===== src/rtl/clk_divgen_pkg.sv =====
// rtl/clk_divgen_pkg.sv - default divisors and helpers for clk_divgen
// Divisors assume a 50 MHz source clock.
package clk_divgen_pkg;

  localparam int NCH_DEFAULT = 4;
  localparam int CW_DEFAULT  = 16;

  localparam logic [CW_DEFAULT-1:0] DIV_BAUD_9600 = 16'd5208;
  localparam logic [CW_DEFAULT-1:0] DIV_10K       = 16'd5000;
  localparam logic [CW_DEFAULT-1:0] DIV_1K        = 16'd50000;
  localparam logic [CW_DEFAULT-1:0] DIV_100K      = 16'd500;

  // Channel 0 sits in the low bits: baud, 10 kHz, 1 kHz, 100 kHz.
  localparam logic [NCH_DEFAULT*CW_DEFAULT-1:0] DIV_INIT_DEFAULT =
    {DIV_100K, DIV_1K, DIV_10K, DIV_BAUD_9600};

  function automatic logic [31:0] ceil_half(input logic [31:0] d);
    return {1'b0, d[31:1]} + {31'b0, d[0]};
  endfunction

endpackage


===== src/rtl/clk_divgen_ch.sv =====
// rtl/clk_divgen_ch.sv - one divider channel: phase counter, divisor, shadow, outputs
// Shadow/load path is built only when CLK_DIVGEN_LOAD_EN is defined.
module clk_divgen_ch
  import clk_divgen_pkg::*;
#(
  parameter int            CW       = CW_DEFAULT,
  parameter logic [CW-1:0] DIV_INIT = DIV_BAUD_9600
) (
  input  logic          clk_50M,
  input  logic          rst_n,
  input  logic          en,
  input  logic          sync,
  input  logic          load_we,
  input  logic [CW-1:0] load_div,
  output logic          pending,
  output logic          clk_out,
  output logic          tick
);

  logic [CW-1:0] p_q, p_d;
  logic          clk_q, clk_d;
  logic          tick_q, tick_d;
  logic [CW-1:0] d_eff;
  logic [31:0]   half;

`ifdef CLK_DIVGEN_LOAD_EN
  logic [CW-1:0] d_q, d_d;
  logic [CW-1:0] s_q, s_d;
  logic          pend_q, pend_d;
  logic          apply;

  // A pending shadow is swapped in on the boundary edge itself, so it already
  // shapes that edge's outputs.
  assign apply   = en && !sync && (p_q == '0) && pend_q;
  assign d_eff   = apply ? s_q : d_q;
  assign pending = pend_q;

  always_comb begin
    d_d    = d_q;
    s_d    = s_q;
    pend_d = pend_q;
    if (apply) begin
      d_d    = s_q;
      pend_d = 1'b0;
    end
    // A write on the boundary edge lands after the old shadow is consumed.
    if (load_we) begin
      s_d    = load_div;
      pend_d = 1'b1;
    end
  end

  always_ff @(posedge clk_50M or negedge rst_n) begin
    if (!rst_n) begin
      d_q    <= DIV_INIT;
      s_q    <= '0;
      pend_q <= 1'b0;
    end else begin
      d_q    <= d_d;
      s_q    <= s_d;
      pend_q <= pend_d;
    end
  end
`else
  logic unused_load;

  assign unused_load = ^{load_we, load_div};
  assign d_eff       = DIV_INIT;
  assign pending     = 1'b0;
`endif

  assign half = ceil_half(32'(d_eff));

  always_comb begin
    p_d    = p_q;
    clk_d  = clk_q;
    tick_d = 1'b0;
    if (sync) begin
      p_d   = '0;
      clk_d = 1'b0;
    end else if (en) begin
      if (d_eff == '0) begin
        p_d   = '0;
        clk_d = 1'b0;
      end else begin
        tick_d = (p_q == '0);
        clk_d  = (32'(p_q) < half);
        p_d    = (p_q == d_eff - 1'b1) ? '0 : p_q + 1'b1;
      end
    end
  end

  always_ff @(posedge clk_50M or negedge rst_n) begin
    if (!rst_n) begin
      p_q    <= '0;
      clk_q  <= 1'b0;
      tick_q <= 1'b0;
    end else begin
      p_q    <= p_d;
      clk_q  <= clk_d;
      tick_q <= tick_d;
    end
  end

  assign clk_out = clk_q;
  assign tick    = tick_q;

endmodule


===== src/rtl/clk_divgen.sv =====
// rtl/clk_divgen.sv - multi-channel clock divider with runtime divisor reload
// Runtime reload requires CLK_DIVGEN_LOAD_EN; otherwise divisors are fixed at DIV_INIT.
module clk_divgen
  import clk_divgen_pkg::*;
#(
  parameter int                  NCH      = NCH_DEFAULT,
  parameter int                  CW       = CW_DEFAULT,
  parameter logic [NCH*CW-1:0]   DIV_INIT = DIV_INIT_DEFAULT
) (
  input  logic                     clk_50M,
  input  logic                     rst_n,
  input  logic [NCH-1:0]           en,
  input  logic                     sync,
  input  logic                     load_we,
  input  logic [$clog2(NCH)-1:0]   load_ch,
  input  logic [CW-1:0]            load_div,
  output logic [NCH-1:0]           pending,
  output logic [NCH-1:0]           clk_out,
  output logic [NCH-1:0]           tick
);

  localparam int LCW = $clog2(NCH);

  logic [NCH-1:0] ch_we;

  for (genvar i = 0; i < NCH; i++) begin : g_ch
    // Channel numbers at or above NCH decode to no channel.
    assign ch_we[i] = load_we && (load_ch == LCW'(i));

    clk_divgen_ch #(
      .CW       (CW),
      .DIV_INIT (DIV_INIT[i*CW +: CW])
    ) u_ch (
      .clk_50M  (clk_50M),
      .rst_n    (rst_n),
      .en       (en[i]),
      .sync     (sync),
      .load_we  (ch_we[i]),
      .load_div (load_div),
      .pending  (pending[i]),
      .clk_out  (clk_out[i]),
      .tick     (tick[i])
    );
  end

endmodule


===== config.mk =====
export PLATFORM = sky130hd
export DESIGN_NAME = clk_divgen
export DESIGN_NICKNAME = d
export VERILOG_FILES = /design/src/rtl/clk_divgen_pkg.sv /design/src/rtl/clk_divgen_ch.sv /design/src/rtl/clk_divgen.sv
export SDC_FILE = /design/constraint.sdc
export NUM_CORES = 1
export LEC_CHECK = 0
export ABC_AREA = 1
export CORE_ASPECT_RATIO = 1.5
export CORE_MARGIN = 1
export CORE_UTILIZATION = 62
export CTS_CLUSTER_DIAMETER = 60
export DETAILED_ROUTE_END_ITERATION = 8
export PLACE_DENSITY = 0.86
export REMOVE_ABC_BUFFERS = 1
export SETUP_SLACK_MARGIN = 0.5
export SKIP_CTS_REPAIR_TIMING = 1
export SYNTH_ARGS = -nofsm -noshare
export SYNTH_HDL_FRONTEND = slang
export SYNTH_HIERARCHICAL = 1
export SYNTH_SLANG_ARGS = --single-unit

===== constraint.sdc =====
create_clock -name clk_50M -period 2.03 [get_ports clk_50M]
set_clock_uncertainty 0.1 [all_clocks]
set_input_delay 0.203 -clock clk_50M [delete_from_list [all_inputs] [get_ports clk_50M]]
set_output_delay 0.203 -clock clk_50M [all_outputs]
set_load 0.01 [all_outputs]

==> flow_summary.ini, run 1 <==
[logic_synthesis]
yosysWarnings = 6
synthCells = 675
syn_area_um2 = 4770
synth_area_per_cell_um2 = 7.07

[power]
vdd_ir_drop_max_v = 0.000644
p_leak_uw = 0.00260
finalPower_uw = 3750
p_per_area_nw_per_um2 = 669

[finish]
final_cell_mix = 169 x nand2_1, 97 x nor2_1, 69 x inv_1
final_common_cell = nand2_1
fin_util = 0.766
final_nets = 748
layout-drive-gt1-share = 0.191
fillers = 528
area_growth_pct = 17.5
final_cells = 817
n_antenna_cell = 0

[route]
firstDrtPassIters = 5
wl_per_cell_um = 14.4
wl_um = 11800
initialDrtViolationCount = 419
num_vias = 4701
ant_nets = 0
drc = 0
vias_per_cell = 5.75

[sta]
rsz0062_at_grt = true
hold_viol_final = 0
min_period_over_period = 0.746
fmax_mhz = 660
slew_violations = 0
maxSlewHeadroom = 0.420
setup_violations = 0
worstMarginPinSlew_ps = 869
period_minus_slack_ps = 1520

[global_routing]
track_usage = 0.298
grt_pass1_vias = 4258
antenna_found_initial = 0
grt_pass1_wl_um = 18500
grt_max_degree = 73
grt-ovfl-total = 0

[critical_path]
path_common_cell = nand2_1
crit_buf_inv = 1
cp_top_family = flip-flops
worst_ep_arrival_time_ps = 1710
crit_type = reg -> reg
worstSetupEndpointType = flop
cp.depth = 7
ff2ff_path_depth = 7
path_max_fanout = 6
worst_path_max_delay_cell = dfrtp_2
worstPathCellList = ha_4 > nand3_1 > nor2_2 > buf_4 > a21oi_2 > nand2_1 > nand2_1
startpoint_type = flop
cp.required_ps = 2220
slowest_delay_ps = 470

[cts]
cts-root-buf = clkbuf_8
cts_tree = done
cts_buffer_depth = 2
cts.clk_slew.worst_paths_ps = 80
clkLatencyLatePin_ps = 350
cts_buffers = 9
numClockSinks = 72
htreeDepth = 3

[hold_path]
holdPathStages = 3
hp-class = in -> reg

[floorplan]
die_y_um = 109
die_w_um = 73.6
num_io_pins = 38
dieArea_um2 = 8060
start_util = 0.652
core_area_um2 = 7320
row_count = 38

[place]
gp_congestion = 0.941
hpwl_um = 7940
dp.cells = 785
port_buffers = 14

[run_status]
status = completed

[job]
maxCapViolations = 0
path summary, 6_finish.rpt:
path	start	endpoint	slack (ps)
worst max-delay path	g_ch[0].u_ch/p_q[1]	g_ch[0].u_ch/p_q[14]	510
worst min register to register	g_ch[2].u_ch/clk_out	g_ch[2].u_ch/clk_out	380
worst max register to register	g_ch[0].u_ch/p_q[1]	g_ch[0].u_ch/p_q[14]	510
min in group asynchronous	rst_n	g_ch[0].u_ch/clk_out	400
worst min-delay path	en[3]	g_ch[3].u_ch/p_q[15]	110
max in group asynchronous	rst_n	g_ch[0].u_ch/p_q[9]	810
area by class of cell:
cell class	instances	area, um2	area share
sequential	72	1820	0.324
multi-input combinational	514	2760	0.492
clock buffer	9	124	0.0221
inverter	76	285	0.0509
timing repair buffer	40	364	0.0649
clock inverter	6	133	0.0237
tap	100	125	0.0223
layer usage:
layer / wire length, um / track usage / vias to the layer above / part of all wire
li1: - / - / 2239 / -
met1: 4670 / 0.361 / 2171 / 0.40
met2: 5900 / 0.492 / 230 / 0.50
met3: 686 / 0.0642 / 61 / 0.058
met4: 527 / 0.157 / 0 / 0.045
met5: 0 / 0 / - / 0
where the power goes:
group          switching [uW]  internal, uW
logic                     345           273
registers                 122          1520
clock network             556           932
total                    1020          2730
registers in the layout, summed over array words and instances, names as in the netlist:
register           flops
g_ch.u_ch/p_q         64
g_ch.u_ch/clk_out      4
g_ch.u_ch/tick         4
worst min-delay path: stages:
cell and delay [ps]:
dlymetal6s2s_1 180, nand4_1 110, nand2_1 40
stage by stage:
step	cell area (um2)	hold slack, ps	TNS (ps)	setup WS, ps
floorplan	4660	-193	0	578
CTS	5250	-106	0	336
global route	5610	120	0	397
global placement	4990	279	-56.2	-22.3
detailed placement	4990	290	-63.1	-34.1
finish	5610	113	0	515
Note: power is estimated with default switching activity, not from simulation.
==> run 2, diff against run 1 <==
CORE_UTILIZATION = 53   (was 62)
PLACE_DENSITY = 0.78   (was 0.86)
clock period = 1.2 ns   (was 2.03 ns; I/O delays follow)
==> flow_summary.ini, run 2 (synthesized netlist as in run 1, its figures left out) <==
[hold_path]
hp-class = in -> async

[place]
port_buffers = 14
gp_congestion = 0.980
hpwl_um = 10200
dp.cells = 937
dp_slack_ps = -594

[power]
finalPower_uw = 7610
p_leak_uw = 0.00344
vdd_ir_drop_max_v = 0.00138
p_per_area_nw_per_um2 = 1020

[route]
firstDrtPassIters = 6
wl_um = 19000
initialDrtViolationCount = 718
wl_per_cell_um = 19.4
vias_per_cell = 6.10
num_vias = 5962
drc = 0
ant_nets = 0

[critical_path]
slowest_delay_ps = 420
worstSetupEndpointType = flop
worst_ep_arrival_time_ps = 1700
crit_type = reg -> reg
startpoint_type = flop
path_common_cell = nor2_1
crit_start = g_ch[0].u_ch/p_q[8]
worstPathCellList = nor2_1 > nand3_1 > nor2_4 > nand2_2 > o21bai_4 > nor2_1
path_max_fanout = 8
r2r_start = g_ch[0].u_ch/p_q[8]
cp.required_ps = 1310
worst_path_max_delay_cell = dfrtp_1

[sta]
worst_slack_ps = -389
rsz0062_at_grt = true
setup_violations = 72
period_minus_slack_ps = 1590
hold_viol_final = 72
fmax_mhz = 629
slew_violations = 0
hold-worst-slack_ps = -334
min_period_over_period = 1.32

[finish]
largest_reg_flops = 64
layout-drive-gt1-share = 0.468
fin_util = 0.852
n_antenna_cell = 0
area_growth_pct = 56.8
final_cell_mix = 147 x buf_4, 142 x nand2_1, 70 x nor2_1
final_common_cell = buf_4
regMostFlops = g_ch.u_ch/p_q
final_cells = 978
final_nets = 898

[floorplan]
core_area_um2 = 8780
row_count = 42
dieArea_um2 = 9390
die_y_um = 118
start_util = 0.544
num_io_pins = 38
die_w_um = 79.5

[cts]
cts_buffer_depth = 2
cts_buffers = 9
cts.clk_slew.worst_paths_ps = 60
cts-root-buf = clkbuf_16
cts_tree = done
numClockSinks = 72
clkLatencyLatePin_ps = 340
htreeDepth = 3

[global_routing]
grt_pass1_wl_um = 22500
track_usage = 0.305
grt-ovfl-total = 0
grt_max_degree = 73
grt_pass1_vias = 5197
antenna_found_initial = 0

[run_status]
status = finished, violations left
violations = negative hold slack, negative setup slack

[job]
maxCapViolations = 0
run 2: cell types whose count changed in the layout (fill, tap and decap cells not counted), sizes merged:
cell / delta
bufinv: -2
dlymetal6s2s: -9
clkinv: -1
dlygate4sd3: -1
clkdlybuf4s50: +1
buf: +159
clkinvlp: +1
clkbuf: +3
run 2: final timing paths:
| check | end | slack [ps] | cells past startpoint |
|---|---|---|---|
| min in group clk_50M | g_ch[1].u_ch/p_q[2] | 280 | 3 |
| worst max register to register | g_ch[0].u_ch/p_q[5] | -390 | 6 |
| worst min-delay path | g_ch[0].u_ch/p_q[1] | -330 | 2 |
| worst max-delay path | g_ch[0].u_ch/p_q[5] | -390 | 6 |
| worst min register to register | g_ch[2].u_ch/clk_out | 390 | 2 |
| max in group asynchronous | g_ch[2].u_ch/p_q[2] | 960 | 2 |
run 2: metrics by stage:
step / setup TNS (ps) / cell area (um2)
after global placement: -30030 / 6100
final: -19050 / 7480
after floorplan: -6270 / 4660
after detailed placement: -31670 / 6100
after global routing: -23560 / 7480
after CTS: -19430 / 6440
run 2: critical path, delay by kind of cell, from the launching register on:
family,cells,cell delay [ps]
simple gates,5,690
flops,1,420
compound gates,1,250
run 2: final cells by class:
class / count / area (um2)
Clock inverter: 4 / 75.1
Fill cell: 445 / 1290
Timing Repair Buffer: 190 / 1560
Tap cell: 110 / 138
Sequential cell: 72 / 1820
Clock buffer: 12 / 267
Inverter: 76 / 290
Multi-Input combinational cell: 514 / 3330
run 2: power breakdown:
group          internal (uW)  leakage [uW]  switching, uW
Clock                   1990      0.000161           1120
Sequential              2580      0.000961            194
Combinational            813       0.00232            907
Total                   5390       0.00344           2220
run 2: metal layers:
layer | wire length, um | part of all wire | vias to the layer above | global-route usage
li1 | - | - | 2553 | -
met1 | 6580 | 0.35 | 2841 | 0.323
met2 | 9700 | 0.51 | 418 | 0.539
met3 | 1380 | 0.072 | 150 | 0.0633
met4 | 1370 | 0.072 | 0 | 0.183
met5 | 0 | 0 | - | 0
